[config.mk]
export PLATFORM = sky130hd
export DESIGN_NAME = mario_motion_ctrl
export DESIGN_NICKNAME = d
export VERILOG_FILES = /design/src/rtl/mario_pkg.sv /design/src/rtl/mario_frame_cnt.sv /design/src/rtl/mario_motion_ctrl.sv
export SDC_FILE = /design/constraint.sdc
export NUM_CORES = 1
export LEC_CHECK = 0
export CORE_MARGIN = 1.5
export CORE_UTILIZATION = 61
export DETAILED_ROUTE_END_ITERATION = 10
export PLACE_DENSITY = 0.95
export SYNTH_ARGS = -nofsm -noshare
export SYNTH_HDL_FRONTEND = slang
export SYNTH_SLANG_ARGS = --single-unit
[constraint.sdc]
create_clock -name clk -period 5.9 [get_ports clk]
set_input_delay 0.885 -clock clk [delete_from_list [all_inputs] [get_ports clk]]
set_output_delay 0.885 -clock clk [all_outputs]
set_load 0.05 [all_outputs]
[src/rtl/mario_pkg.sv]
// Shared types and constants for the Mario motion/animation controller.
package mario_pkg;

  localparam int unsigned SCREEN_W  = 640;
  localparam int unsigned SCREEN_H  = 480;
  localparam int unsigned SPRITE_SZ = 32;

  localparam int unsigned POS_W    = 10;
  localparam int unsigned H_CALC_W = 11;

  typedef enum logic [1:0] {
    ST_STAND     = 2'd0,
    ST_WALK      = 2'd1,
    ST_JUMP_UP   = 2'd2,
    ST_JUMP_DOWN = 2'd3
  } mario_state_t;

  localparam logic [1:0] SPR_STAND = 2'b00;
  localparam logic [1:0] SPR_MOVE  = 2'b01;
  localparam logic [1:0] SPR_JUMP  = 2'b10;

  // Saturate a signed horizontal candidate into [lo, hi]; never wraps.
  function automatic logic [POS_W-1:0] clamp_h(
    input logic signed [H_CALC_W-1:0] x,
    input logic signed [H_CALC_W-1:0] lo,
    input logic signed [H_CALC_W-1:0] hi
  );
    if (x < lo) begin
      return POS_W'(lo);
    end else if (x > hi) begin
      return POS_W'(hi);
    end
    return POS_W'(x);
  endfunction

endpackage

[src/rtl/mario_frame_cnt.sv]
// Frame-enabled modulo-MAX counter with synchronous clear and a wrap pulse.
module mario_frame_cnt #(
  parameter int unsigned MAX = 6
) (
  input  logic clk,
  input  logic rst_n,
  input  logic i_en,
  input  logic i_clr,
  output logic o_wrap_c
);

  localparam int unsigned W = (MAX > 1) ? $clog2(MAX) : 1;

  logic [W-1:0] r_cnt;
  logic         w_last;

  assign w_last   = (r_cnt == W'(MAX - 1));
  assign o_wrap_c = i_en & ~i_clr & w_last;

  always_ff @(posedge clk or negedge rst_n) begin
    if (!rst_n) begin
      r_cnt <= '0;
    end else if (i_clr) begin
      r_cnt <= '0;
    end else if (i_en) begin
      r_cnt <= w_last ? '0 : r_cnt + W'(1);
    end
  end

endmodule

[src/rtl/mario_motion_ctrl.sv]
// Per-frame walk / jump controller producing Mario's sprite position and code.
// Optional build macro: MARIO_AIR_CONTROL_EN (horizontal steering while airborne).
module mario_motion_ctrl
  import mario_pkg::*;
#(
  parameter int unsigned H_START     = 40,
  parameter int unsigned V_START     = SCREEN_H - 2 * SPRITE_SZ,
  parameter int unsigned H_MIN       = 0,
  parameter int unsigned H_MAX       = SCREEN_W - SPRITE_SZ,
  parameter int unsigned STEP        = 2,
  parameter int unsigned JUMP_STEP   = 4,
  parameter int unsigned JUMP_FRAMES = 8,
  parameter int unsigned ANIM_FRAMES = 6
) (
  input  logic             clk,
  input  logic             rst_n,
  input  logic             frame_tick,
  input  logic             btn_left,
  input  logic             btn_right,
  input  logic             btn_jump,
  output logic [POS_W-1:0] curr_h,
  output logic [POS_W-1:0] curr_v,
  output logic [1:0]       sprite_selec,
  output logic             facing_left
);

`ifdef MARIO_AIR_CONTROL_EN
  localparam bit AIR_CTRL = 1'b1;
`else
  localparam bit AIR_CTRL = 1'b0;
`endif

  mario_state_t r_state, w_state_nxt;

  logic [POS_W-1:0] r_curr_h, r_curr_v, r_ground_v;
  logic [POS_W-1:0] w_h_nxt, w_v_nxt, w_ground_nxt, w_h_step;
  logic [1:0]       r_sprite, w_sprite_nxt;
  logic             r_facing, w_face_nxt;
  logic             r_phase, w_phase_nxt;
  logic             r_jump_prev, r_armed;
  logic             w_go_left, w_go_right, w_dir_any, w_h_move;
  logic             w_on_ground, w_jump_edge, w_jump_start;
  logic             w_in_jump, w_jump_wrap, w_anim_wrap, w_walk_nxt;
  logic signed [H_CALC_W-1:0] w_h_calc;

  assign w_go_left  = btn_left & ~btn_right;
  assign w_go_right = btn_right & ~btn_left;
  assign w_dir_any  = w_go_left | w_go_right;

  // r_armed blocks a button already held through reset from reading as a fresh edge.
  assign w_jump_edge  = frame_tick & btn_jump & ~r_jump_prev & r_armed;
  assign w_on_ground  = (r_state == ST_STAND) | (r_state == ST_WALK);
  assign w_in_jump    = (r_state == ST_JUMP_UP) | (r_state == ST_JUMP_DOWN);
  assign w_jump_start = w_on_ground & w_jump_edge;

  assign w_h_calc = w_go_left ? ($signed({1'b0, r_curr_h}) - $signed(H_CALC_W'(STEP)))
                              : ($signed({1'b0, r_curr_h}) + $signed(H_CALC_W'(STEP)));
  assign w_h_step = clamp_h(w_h_calc, $signed(H_CALC_W'(H_MIN)), $signed(H_CALC_W'(H_MAX)));
  assign w_h_nxt  = w_h_move ? w_h_step : r_curr_h;

  mario_frame_cnt #(.MAX(JUMP_FRAMES)) u_jump_cnt (
    .clk      (clk),
    .rst_n    (rst_n),
    .i_en     (frame_tick & w_in_jump),
    .i_clr    (w_jump_start),
    .o_wrap_c (w_jump_wrap)
  );

  // Next state and datapath updates; everything holds between frame ticks.
  always_comb begin
    w_state_nxt  = r_state;
    w_v_nxt      = r_curr_v;
    w_ground_nxt = r_ground_v;
    w_face_nxt   = r_facing;
    w_h_move     = 1'b0;
    if (frame_tick) begin
      case (r_state)
        ST_STAND, ST_WALK: begin
          if (w_dir_any) begin
            w_face_nxt = w_go_left;
          end
          if (w_jump_start) begin
            w_ground_nxt = r_curr_v;
            w_state_nxt  = ST_JUMP_UP;
          end else if (!w_dir_any) begin
            w_state_nxt = ST_STAND;
          end else begin
            w_state_nxt = ST_WALK;
            w_h_move    = 1'b1;
          end
        end
        ST_JUMP_UP: begin
          w_v_nxt = r_curr_v - POS_W'(JUMP_STEP);
          if (AIR_CTRL && w_dir_any) begin
            w_face_nxt = w_go_left;
            w_h_move   = 1'b1;
          end
          if (w_jump_wrap) begin
            w_state_nxt = ST_JUMP_DOWN;
          end
        end
        ST_JUMP_DOWN: begin
          w_v_nxt = r_curr_v + POS_W'(JUMP_STEP);
          if (AIR_CTRL && w_dir_any) begin
            w_face_nxt = w_go_left;
            w_h_move   = 1'b1;
          end
          if (w_jump_wrap) begin
            w_v_nxt     = r_ground_v;
            w_state_nxt = ST_STAND;
          end
        end
        default: w_state_nxt = ST_STAND;
      endcase
    end
  end

  assign w_walk_nxt = (w_state_nxt == ST_WALK);

  mario_frame_cnt #(.MAX(ANIM_FRAMES)) u_anim_cnt (
    .clk      (clk),
    .rst_n    (rst_n),
    .i_en     (frame_tick & w_walk_nxt),
    .i_clr    (frame_tick & ~w_walk_nxt),
    .o_wrap_c (w_anim_wrap)
  );

  assign w_phase_nxt  = w_walk_nxt ? (r_phase ^ w_anim_wrap) : 1'b0;
  assign w_sprite_nxt = ((w_state_nxt == ST_JUMP_UP) || (w_state_nxt == ST_JUMP_DOWN)) ? SPR_JUMP :
                        (w_phase_nxt ? SPR_MOVE : SPR_STAND);

  always_ff @(posedge clk or negedge rst_n) begin
    if (!rst_n) begin
      r_state <= ST_STAND;
    end else begin
      r_state <= w_state_nxt;
    end
  end

  always_ff @(posedge clk or negedge rst_n) begin
    if (!rst_n) begin
      r_curr_h    <= POS_W'(H_START);
      r_curr_v    <= POS_W'(V_START);
      r_ground_v  <= POS_W'(V_START);
      r_facing    <= 1'b0;
      r_phase     <= 1'b0;
      r_sprite    <= SPR_STAND;
      r_jump_prev <= 1'b0;
      r_armed     <= 1'b0;
    end else if (frame_tick) begin
      r_curr_h    <= w_h_nxt;
      r_curr_v    <= w_v_nxt;
      r_ground_v  <= w_ground_nxt;
      r_facing    <= w_face_nxt;
      r_phase     <= w_phase_nxt;
      r_sprite    <= w_sprite_nxt;
      r_jump_prev <= btn_jump;
      r_armed     <= 1'b1;
    end
  end

  assign curr_h       = r_curr_h;
  assign curr_v       = r_curr_v;
  assign sprite_selec = r_sprite;
  assign facing_left  = r_facing;

endmodule

==> results of run 1 <==
-- area by class of cell --
class	count	area (um2)
Fill cell	323	1320
Inverter	11	41.3
Tap cell	52	65.1
Timing Repair Buffer	27	265
Multi-Input combinational cell	225	1510
Sequential cell	43	1090
Clock buffer	6	82.6
Clock inverter	2	16.3
-- cell families (layout without fill, tap and decap cells) --
family	after synthesis	count (layout)	synth area share, %
xor+xnor	18	18	5.67
compound gates	80	80	19.0
mux	18	18	7.15
simple gates	101	101	19.3
flops	43	43	39.0
buf+inv	39	46	6.61
other cells	1	1	0.135
fa+ha+maj	7	7	3.15
-- path summary, 6_finish.rpt --
kind,startpoint,to
max in group asynchronous,rst_n,r_ground_v[9]$_DFFE_PN0P_
min in group asynchronous,rst_n,r_phase$_DFFE_PN0P_
min,r_armed$_DFFE_PN0P_,r_armed$_DFFE_PN0P_
max,btn_left,curr_h[5]$_DFFE_PN1P_
min reg2reg,r_armed$_DFFE_PN0P_,r_armed$_DFFE_PN0P_
max reg2reg,curr_h[2]$_DFFE_PN0P_,curr_h[5]$_DFFE_PN1P_
-- routing by layer --
metal  vias up  track usage, %
met5         -               0
met4         0            8.97
met3        12            5.19
met2        77            40.0
met1      1123            30.6
li1       1100               -
-- cell usage in the layout, fill, tap and decap left out, drive strengths merged, types with 3 or more instances in the layout --
cell type,count
xor2,8
or2,3
o21ai,22
clkdlybuf4s50,26
and2,3
nor3,7
o22ai,4
dfstp,8
and3,6
ha,7
nand3,3
nor2,19
mux2,15
nand2,35
and3b,4
clkbuf,6
mux2i,3
xnor2,10
a21oi,18
a22o,3
inv,11
or3,4
dfrtp,35
nand2b,4
a211oi,5
-- metrics by stage --
| step | worst slack (ns) | area [um2] | instances | utilization (%) |
|---|---|---|---|---|
| after global placement | 1.56 | 2970 | 358 | 67.7 |
| after floorplan | 2.37 | 2780 | 307 | - |
| final | 1.68 | 3070 | 366 | 70.0 |
| after global routing | 1.47 | 3070 | 366 | 70.0 |
| after CTS | 1.72 | 3070 | 366 | 70.0 |
| after detailed placement | 1.41 | 2970 | 358 | 67.7 |
-- where the power goes --
group / leakage (nW) / internal [mW] / switching, mW
combinational: 0.738 / 0.305 / 0.459
clock: 0.0474 / 0.0954 / 0.0996
sequential: 0.515 / 0.406 / 0.153
total: 1.30 / 0.806 / 0.711
-- critical path, cell delays in order --
cell             delay (ns)
clkdlybuf4s50_1        0.49
ha_1                   0.89
xor2_1                 0.16
ha_1                   0.29
and4_1                 0.23
a222oi_1               0.43
a21oi_1                0.11
or2_1                  0.25
o31a_1                 0.36
a221o_1                0.34
-- registers in the layout, indices dropped and copies added (netlist names) --
register / count
sprite_selec: 2
facing_left: 1
r_state: 2
u_anim_cnt.r_cnt: 3
r_armed: 1
curr_v: 10
r_ground_v: 10
r_jump_prev: 1
r_phase: 1
curr_h: 9
u_jump_cnt.r_cnt: 3
==> flow_summary.yaml, run 1 <==
pwr:
  power.leakage_nw: 1.30
  finalPower_mw: 1.52
  power_density_mw_per_mm2: 495
  peakVddDrop_mv: 0.272
global_route:
  grt_usage_pct: 23.9
  grt_pass1_wl_mm: 9.58
  antenna_found_initial: 0
  overflow: 0
  grt_max_degree: 44
  grt_pass1_vias: 2120
place:
  dpl.hpwl_mm: 3.90
  gp_congestion: 0.877
  port_buffers: 27
synth:
  synth_top_cell_by_area: "dfrtp_1"
  netlist_area_mm2: 0.00278
  yosysSeqAreaShare_pct: 39.0
  syn_area_per_cell_um2: 9.06
  synthTopCellsByCount: "35 x dfrtp_1, 35 x nand2_1, 19 x nor2_1, 19 x o21ai_0, 18 x a21oi_1"
  async_flop_share_pct: 100
  synth_edf_count: 0
  synthCells: 307
  synth_top_area_share_pct: 31.5
  ys.flop_type: "dfrtp_1"
  ys_seq_elements: 43
  synthTopCellsByArea: "dfrtp_1 31%, dfstp_2 7.6%, mux2_2 6.1%"
  synth.distinct_cells: 62
  yosysWarnings: 0
  syn_nets: 320
cts:
  cts_tree: "built"
  clockBufferDepth: 2
  clk_latency_ns: 0.30
  cts_buffers: 5
  post_cts_buffers: 0
  post_cts_resized: 0
  postCtsHoldBufs: 0
  clk_pin_slew_worst_paths_ns: 0.08
  cts-root-buf: "clkbuf_8"
  htreeDepth: 2
  clock_sinks: 43
worst_setup_path:
  cp_max_fo: 33
  cp.required_ns: 6.13
  arrival_ns: 4.44
  critPathLaunchType: "input port"
  end_kind: "register"
  path_class: "input port to register"
  reg2reg_slack_ns: 3.08
  worstRegToRegCells: 8
timing:
  slew_violations: 0
  period_share_pct: 71.5
  worst-slew-pin-transition_ns: 1.09
  finalSetupViolations: 0
  tns_ns: 0
  max_freq_ghz: 0.237
  fin_crit_ns: 4.22
  rsz0062_at_grt: "no"
  hold_viol_final: 0
  finalClockSkew_ns: 0.00457
  fin_hold_ws_ns: 0.498
  slew_headroom_pct: 27.3
finish:
  area_delta_synth_final_pct: 10.3
  final_layout_size_suffix_gt1_share_pct: 13.1
  num_antenna_cells: 0
  final_nets: 326
route:
  met3_length_um: 278
  ant_nets: 0
  top_layer: "met4"
  wl_met1_mm: 2.51
  drt_wl_total_mm: 5.79
  drt-initial-drc-count: 159
  route.detailed.wl_per_inst_um: 15.8
  vias: 2312
  drc: 0
  vias_per_cell: 6.32
  firstDrtPassIters: 7
  wl_met2_mm: 2.92
floorplan:
  core.rowCount: 24
  core_area_mm2: 0.00438
  die_w_um: 70.5
  die_y_um: 70.5
  die_area_mm2: 0.00497
  start_util_pct: 63.4
  io_pins: 29
job:
  cap_violations: 0
run_status:
  outcome: "complete, no violations"
hold_path:
  hold_path.class: "register to register"
  holdPathStages: 1
Power figures use the tool's default switching activity.
==> run 2, diff against run 1 <==
- CORE_UTILIZATION: 61 -> 57
- PLACE_DENSITY: 0.95 -> 0.9
- clock period: 5.9 -> 4.4 ns (I/O delays scaled with it)
==> run 2 against run 1 <==
Against the previous run: final cell count is 4.4% higher; utilization is 4.0 points lower; non-clock buffer count is 1 higher; worst hold slack worse by 0.019 ns; via count is 3.7% lower; global-route usage is 0.34 points lower; total power is 38% higher; routed wire length is 2.7% lower; die area is 6.7% higher; critical path depth is 1 higher; sequential share of layout area is 0.55 points lower.
==> flow_summary.yaml, run 2 (synthesis gave the netlist of run 1 again) <==
cts:
  post_cts_buffers: 0
  clk_latency_ns: 0.31
  cts_buffers: 5
  post_cts_resized: 0
  postCtsHoldBufs: 0
  clockBufferDepth: 2
  cts_tree: "built"
  htreeDepth: 2
  clk_pin_slew_worst_paths_ns: 0.08
  cts-root-buf: "clkbuf_8"
  clock_sinks: 43
worst_setup_path:
  path_buf_inv: 2
  path_common_cell: "ha_1"
  cp_slowest_cell: "clkdlybuf4s50_1"
  cp_max_fo: 6
  arrival_ns: 3.49
  path_class: "input port to register"
  cp.required_ns: 4.64
  critPathLaunchType: "input port"
  crit_chain: "clkdlybuf4s50_1 -> inv_1 -> ha_1 -> xor2_1 -> ha_1 -> and4_1 -> a222oi_1 -> a21oi_1 -> or2_1 -> o31a_1 -> a221o_1"
  critical_path.max_stage_delay_ns: 0.45
  end_kind: "register"
  critical-path-top-delay-family: "compound AO/OA/AOI/OAI gates"
timing:
  max_freq_ghz: 0.308
  rsz0062_at_grt: "no"
  fin_hold_ws_ns: 0.480
  worst-slew-pin-transition_ns: 0.914
  fin_crit_ns: 3.25
  tns_ns: 0
  slew_violations: 0
  finalSetupViolations: 0
  hold_viol_final: 0
  period_share_pct: 73.9
  finalClockSkew_ns: 0.00572
  slew_headroom_pct: 39.1
finish:
  final_layout_size_suffix_gt1_share_pct: 13.3
  area_delta_synth_final_pct: 12.1
  final_nets: 327
  num_antenna_cells: 0
  multi_input_area_mm2: 0.00151
  seq_area_mm2: 0.00109
  nFillCells: 371
  layout_common_cells: "35 x nand2_1, 35 x dfrtp_1, 26 x clkdlybuf4s50_1, 19 x nor2_1, 19 x o21ai_0"
floorplan:
  die_area_mm2: 0.00531
  core_area_mm2: 0.00472
  die_w_um: 72.9
  die_y_um: 72.9
  core.rowCount: 25
  io_pins: 29
  start_util_pct: 58.9
route:
  route.detailed.wl_per_inst_um: 14.8
  top_layer: "met4"
  drt-initial-drc-count: 210
  wl_met2_mm: 2.67
  vias: 2226
  wl_met1_mm: 2.61
  drc: 0
  ant_nets: 0
  drt_wl_total_mm: 5.64
  met3_length_um: 276
  vias_per_cell: 5.83
  firstDrtPassIters: 5
job:
  cap_violations: 0
global_route:
  grt_pass1_vias: 2122
  overflow: 0
  grt_max_degree: 44
  grt_usage_pct: 23.6
  grt_pass1_wl_mm: 9.67
  antenna_found_initial: 0
place:
  port_buffers: 27
  gp_congestion: 0.836
  dpl.hpwl_mm: 3.80
run_status:
  outcome: "complete, no violations"
pwr:
  power.leakage_nw: 1.32
  peakVddDrop_mv: 0.321
  power_density_mw_per_mm2: 671
hold_path:
  hold_path.class: "input port to async pin"
run 2: area by class of cell:
cell class	instances	share of cell area, %
clock buffer	6	2.65
clock inverter	2	1.24
inverter	11	1.32
multi-input combinational	225	48.5
sequential	43	34.8
tap	67	2.69
timing repair buffer	28	8.75
run 2: per-layer routing:
metal / global-route usage, % / vias up
met2: 36.7 / 58
met5: 0 / -
li1: - / 1102
met1: 32.0 / 1056
met4: 8.18 / 0
met3: 6.35 / 10
run 2: report_power, final:
part	total [mW]	switching, mW	internal [mW]
registers	0.749	0.205	0.544
logic	1.02	0.609	0.408
clock network	0.326	0.140	0.187
total	2.09	0.954	1.14
run 2: worst paths after layout:
kind | start | endpoint | slack, ns | cells past startpoint
setup / recovery | btn_right | curr_h[5]$_DFFE_PN1P_ | 1.15 | 11
hold / removal | rst_n | curr_v[3]$_DFFE_PN0P_ | 0.48 | 1
setup reg to reg | curr_h[2]$_DFFE_PN0P_ | curr_h[5]$_DFFE_PN1P_ | 1.64 | 8
hold reg to reg | r_armed$_DFFE_PN0P_ | r_armed$_DFFE_PN0P_ | 0.48 | 1
max in group asynchronous | rst_n | sprite_selec[0]$_DFFE_PN0P_ | 3.35 | 1
min in group clk | r_armed$_DFFE_PN0P_ | r_armed$_DFFE_PN0P_ | 0.48 | 1
run 2: metrics by stage:
step	power (mW)	utilization [%]	worst slack (ns)	instance area (um2)	std cells
4_1_cts	2.09	66.0	1.16	3120	382
6_report	2.09	66.0	1.15	3120	382
2_1_floorplan	1.50	-	1.10	2780	307
3_3_place_gp	1.72	63.4	0.912	3000	374
5_1_grt	2.24	66.0	1.02	3120	382
3_5_place_dp	1.75	63.4	0.839	3000	374
==> run 3, diff against run 2 <==
- clock period: 4.4 -> 3.1 ns (I/O delays scaled with it)
==> run 3 against run 2 <==
Against the previous run: sequential power is 43% higher; non-clock buffer count is 18 higher; die area stayed put; sequential cell count stayed put; final area is 4.0% higher; clock skew is 0.0025 ns higher; final cell count is 4.7% higher; global-route usage is 0.25 points higher; worst hold slack worse by 0.18 ns; critical path type unchanged; largest cell class unchanged.
==> flow_summary.yaml, run 3 (synthesis gave the netlist of run 1 again) <==
run_status:
  outcome: "complete, no violations"
timing:
  period_share_pct: 95.9
  fin_crit_ns: 2.97
  setup_slack_ns: 0.128
  worst-slew-pin-transition_ns: 0.924
  fin_hold_ws_ns: 0.303
  tns_ns: 0
  finalClockSkew_ns: 0.00825
  finalSetupViolations: 0
  slew_headroom_pct: 38.4
  hold_viol_final: 0
  max_freq_ghz: 0.337
  slew_violations: 0
finish:
  finalNonFillerCells: 400
  layout_common_cells: "35 x nand2_1, 35 x dfrtp_1, 26 x clkdlybuf4s50_1"
  nFillCells: 351
  final_nets: 345
  finalInstanceArea_mm2: 0.00324
  seq_area_mm2: 0.00109
  area_delta_synth_final_pct: 16.6
  num_antenna_cells: 0
  final_layout_size_suffix_gt1_share_pct: 18.9
  multi_input_area_mm2: 0.00152
  final_core_util_pct: 68.6
global_route:
  grt_most_used_layer: "met2"
  grt_pass1_vias: 2145
  antenna_found_initial: 0
  grt_util_met2_pct: 37.8
  overflow: 0
  grt_usage_pct: 23.9
  grt_util_met3_pct: 4.01
  grt_use_met1_pct: 32.7
  grt_pass1_wl_mm: 9.81
  grt_max_degree: 44
route:
  route.detailed.wl_per_inst_um: 14.8
  vias: 2315
  drt-initial-drc-count: 253
  drc: 0
  ant_nets: 0
  firstDrtPassIters: 4
  vias_per_cell: 5.79
  drt_wl_total_mm: 5.94
worst_setup_path:
  cp.required_ns: 3.33
  path_buf_inv: 2
  timing.rr.end: "curr_h[5]$_DFFE_PN1P_"
  worstRegToRegCells: 10
  end_kind: "register"
  critical_path.max_stage_delay_ns: 0.45
  r2r_start: "curr_h[2]$_DFFE_PN0P_"
  cp_max_fo: 4
  critPathLaunchType: "input port"
  path_class: "input port to register"
  critical-path-top-delay-family: "compound AO/OA/AOI/OAI gates"
  arrival_ns: 3.20
  crit_chain: "clkdlybuf4s50_1 -> inv_1 -> ha_1 -> xor2_1 -> ha_2 -> and4_1 -> a222oi_1 -> a21oi_1 -> or2_1 -> o31a_1 -> a221o_1"
  cp_slowest_cell: "clkdlybuf4s50_1"
  reg2reg_slack_ns: 0.41
floorplan:
  die_w_um: 72.9
  die_area_mm2: 0.00531
  io_pins: 29
  die_y_um: 72.9
  start_util_pct: 58.9
  core_area_mm2: 0.00472
  core.rowCount: 25
cts:
  clockBufferDepth: 2
  clk_pin_slew_worst_paths_ns: 0.08
  clock_sinks: 43
  htreeDepth: 2
  post_cts_buffers: 0
  clk_latency_ns: 0.30
  cts_tree: "built"
  cts_buffers: 5
  cts-root-buf: "clkbuf_8"
place:
  gp_congestion: 0.834
  dpl.hpwl_mm: 4.07
  dp_cells: 392
  place_area_mm2: 0.00313
  dp_slack_ns: -0.122
  port_buffers: 27
pwr:
  power_density_mw_per_mm2: 922
  peakVddDrop_mv: 0.424
  power.leakage_nw: 1.40
  finalPower_mw: 2.99
job:
  cap_violations: 0
hold_path:
  hold_path.class: "input port to async pin"
-- run 3: metal layers --
metal	up-vias	wire length (um)
met5	-	0
met3	14	230
met1	1114	2740
met2	56	2840
met4	0	126
li1	1131	-
-- run 3: power breakdown --
part | leakage (nW) | switching, mW | internal [mW] | total [mW]
sequential | 0.515 | 0.295 | 0.772 | 1.07
clock | 0.0474 | 0.196 | 0.182 | 0.378
combinational | 0.834 | 0.888 | 0.657 | 1.54
total | 1.40 | 1.38 | 1.61 | 2.99
-- run 3: area by class of cell --
type | instances | area share (%)
Sequential cell | 43 | 33.5
Clock inverter | 2 | 0.502
Clock buffer | 6 | 2.55
Inverter | 11 | 1.27
Multi-Input combinational cell | 225 | 47.0
Timing Repair Buffer | 46 | 12.6
Tap cell | 67 | 2.59
-- run 3: worst reg2reg max path, stage by stage (launching register included) --
cell,delay (ns)
dfrtp_1,0.60
xor2_1,0.21
ha_2,0.22
nor3b_2,0.18
o21ai_1,0.12
nand4_1,0.13
buf_4,0.12
a21oi_1,0.07
or2_1,0.27
o31a_1,0.35
a221o_1,0.34
-- run 3: worst max path at each step --
| stage | startpoint | endpoint | slack, ns | cells past startpoint |
|---|---|---|---|---|
| 2_1_floorplan | btn_right | curr_h[5]$_DFFE_PN1P_ | 0.02 | 12 |
| 3_3_place_gp | btn_right | curr_h[5]$_DFFE_PN1P_ | -0.06 | 11 |
| 3_5_place_dp | btn_right | curr_h[5]$_DFFE_PN1P_ | -0.12 | 12 |
| 4_1_cts | btn_right | curr_h[5]$_DFFE_PN1P_ | 0.16 | 12 |
| 5_1_grt | btn_right | curr_h[5]$_DFFE_PN1P_ | -0.01 | 12 |
| 6_report | btn_right | curr_h[5]$_DFFE_PN1P_ | 0.13 | 11 |
-- run 3: repair_timing --
item                                    CTS  global route
hold buffers                              0             0
endpoints found under the setup margin    0             3
resized for setup                         0             3
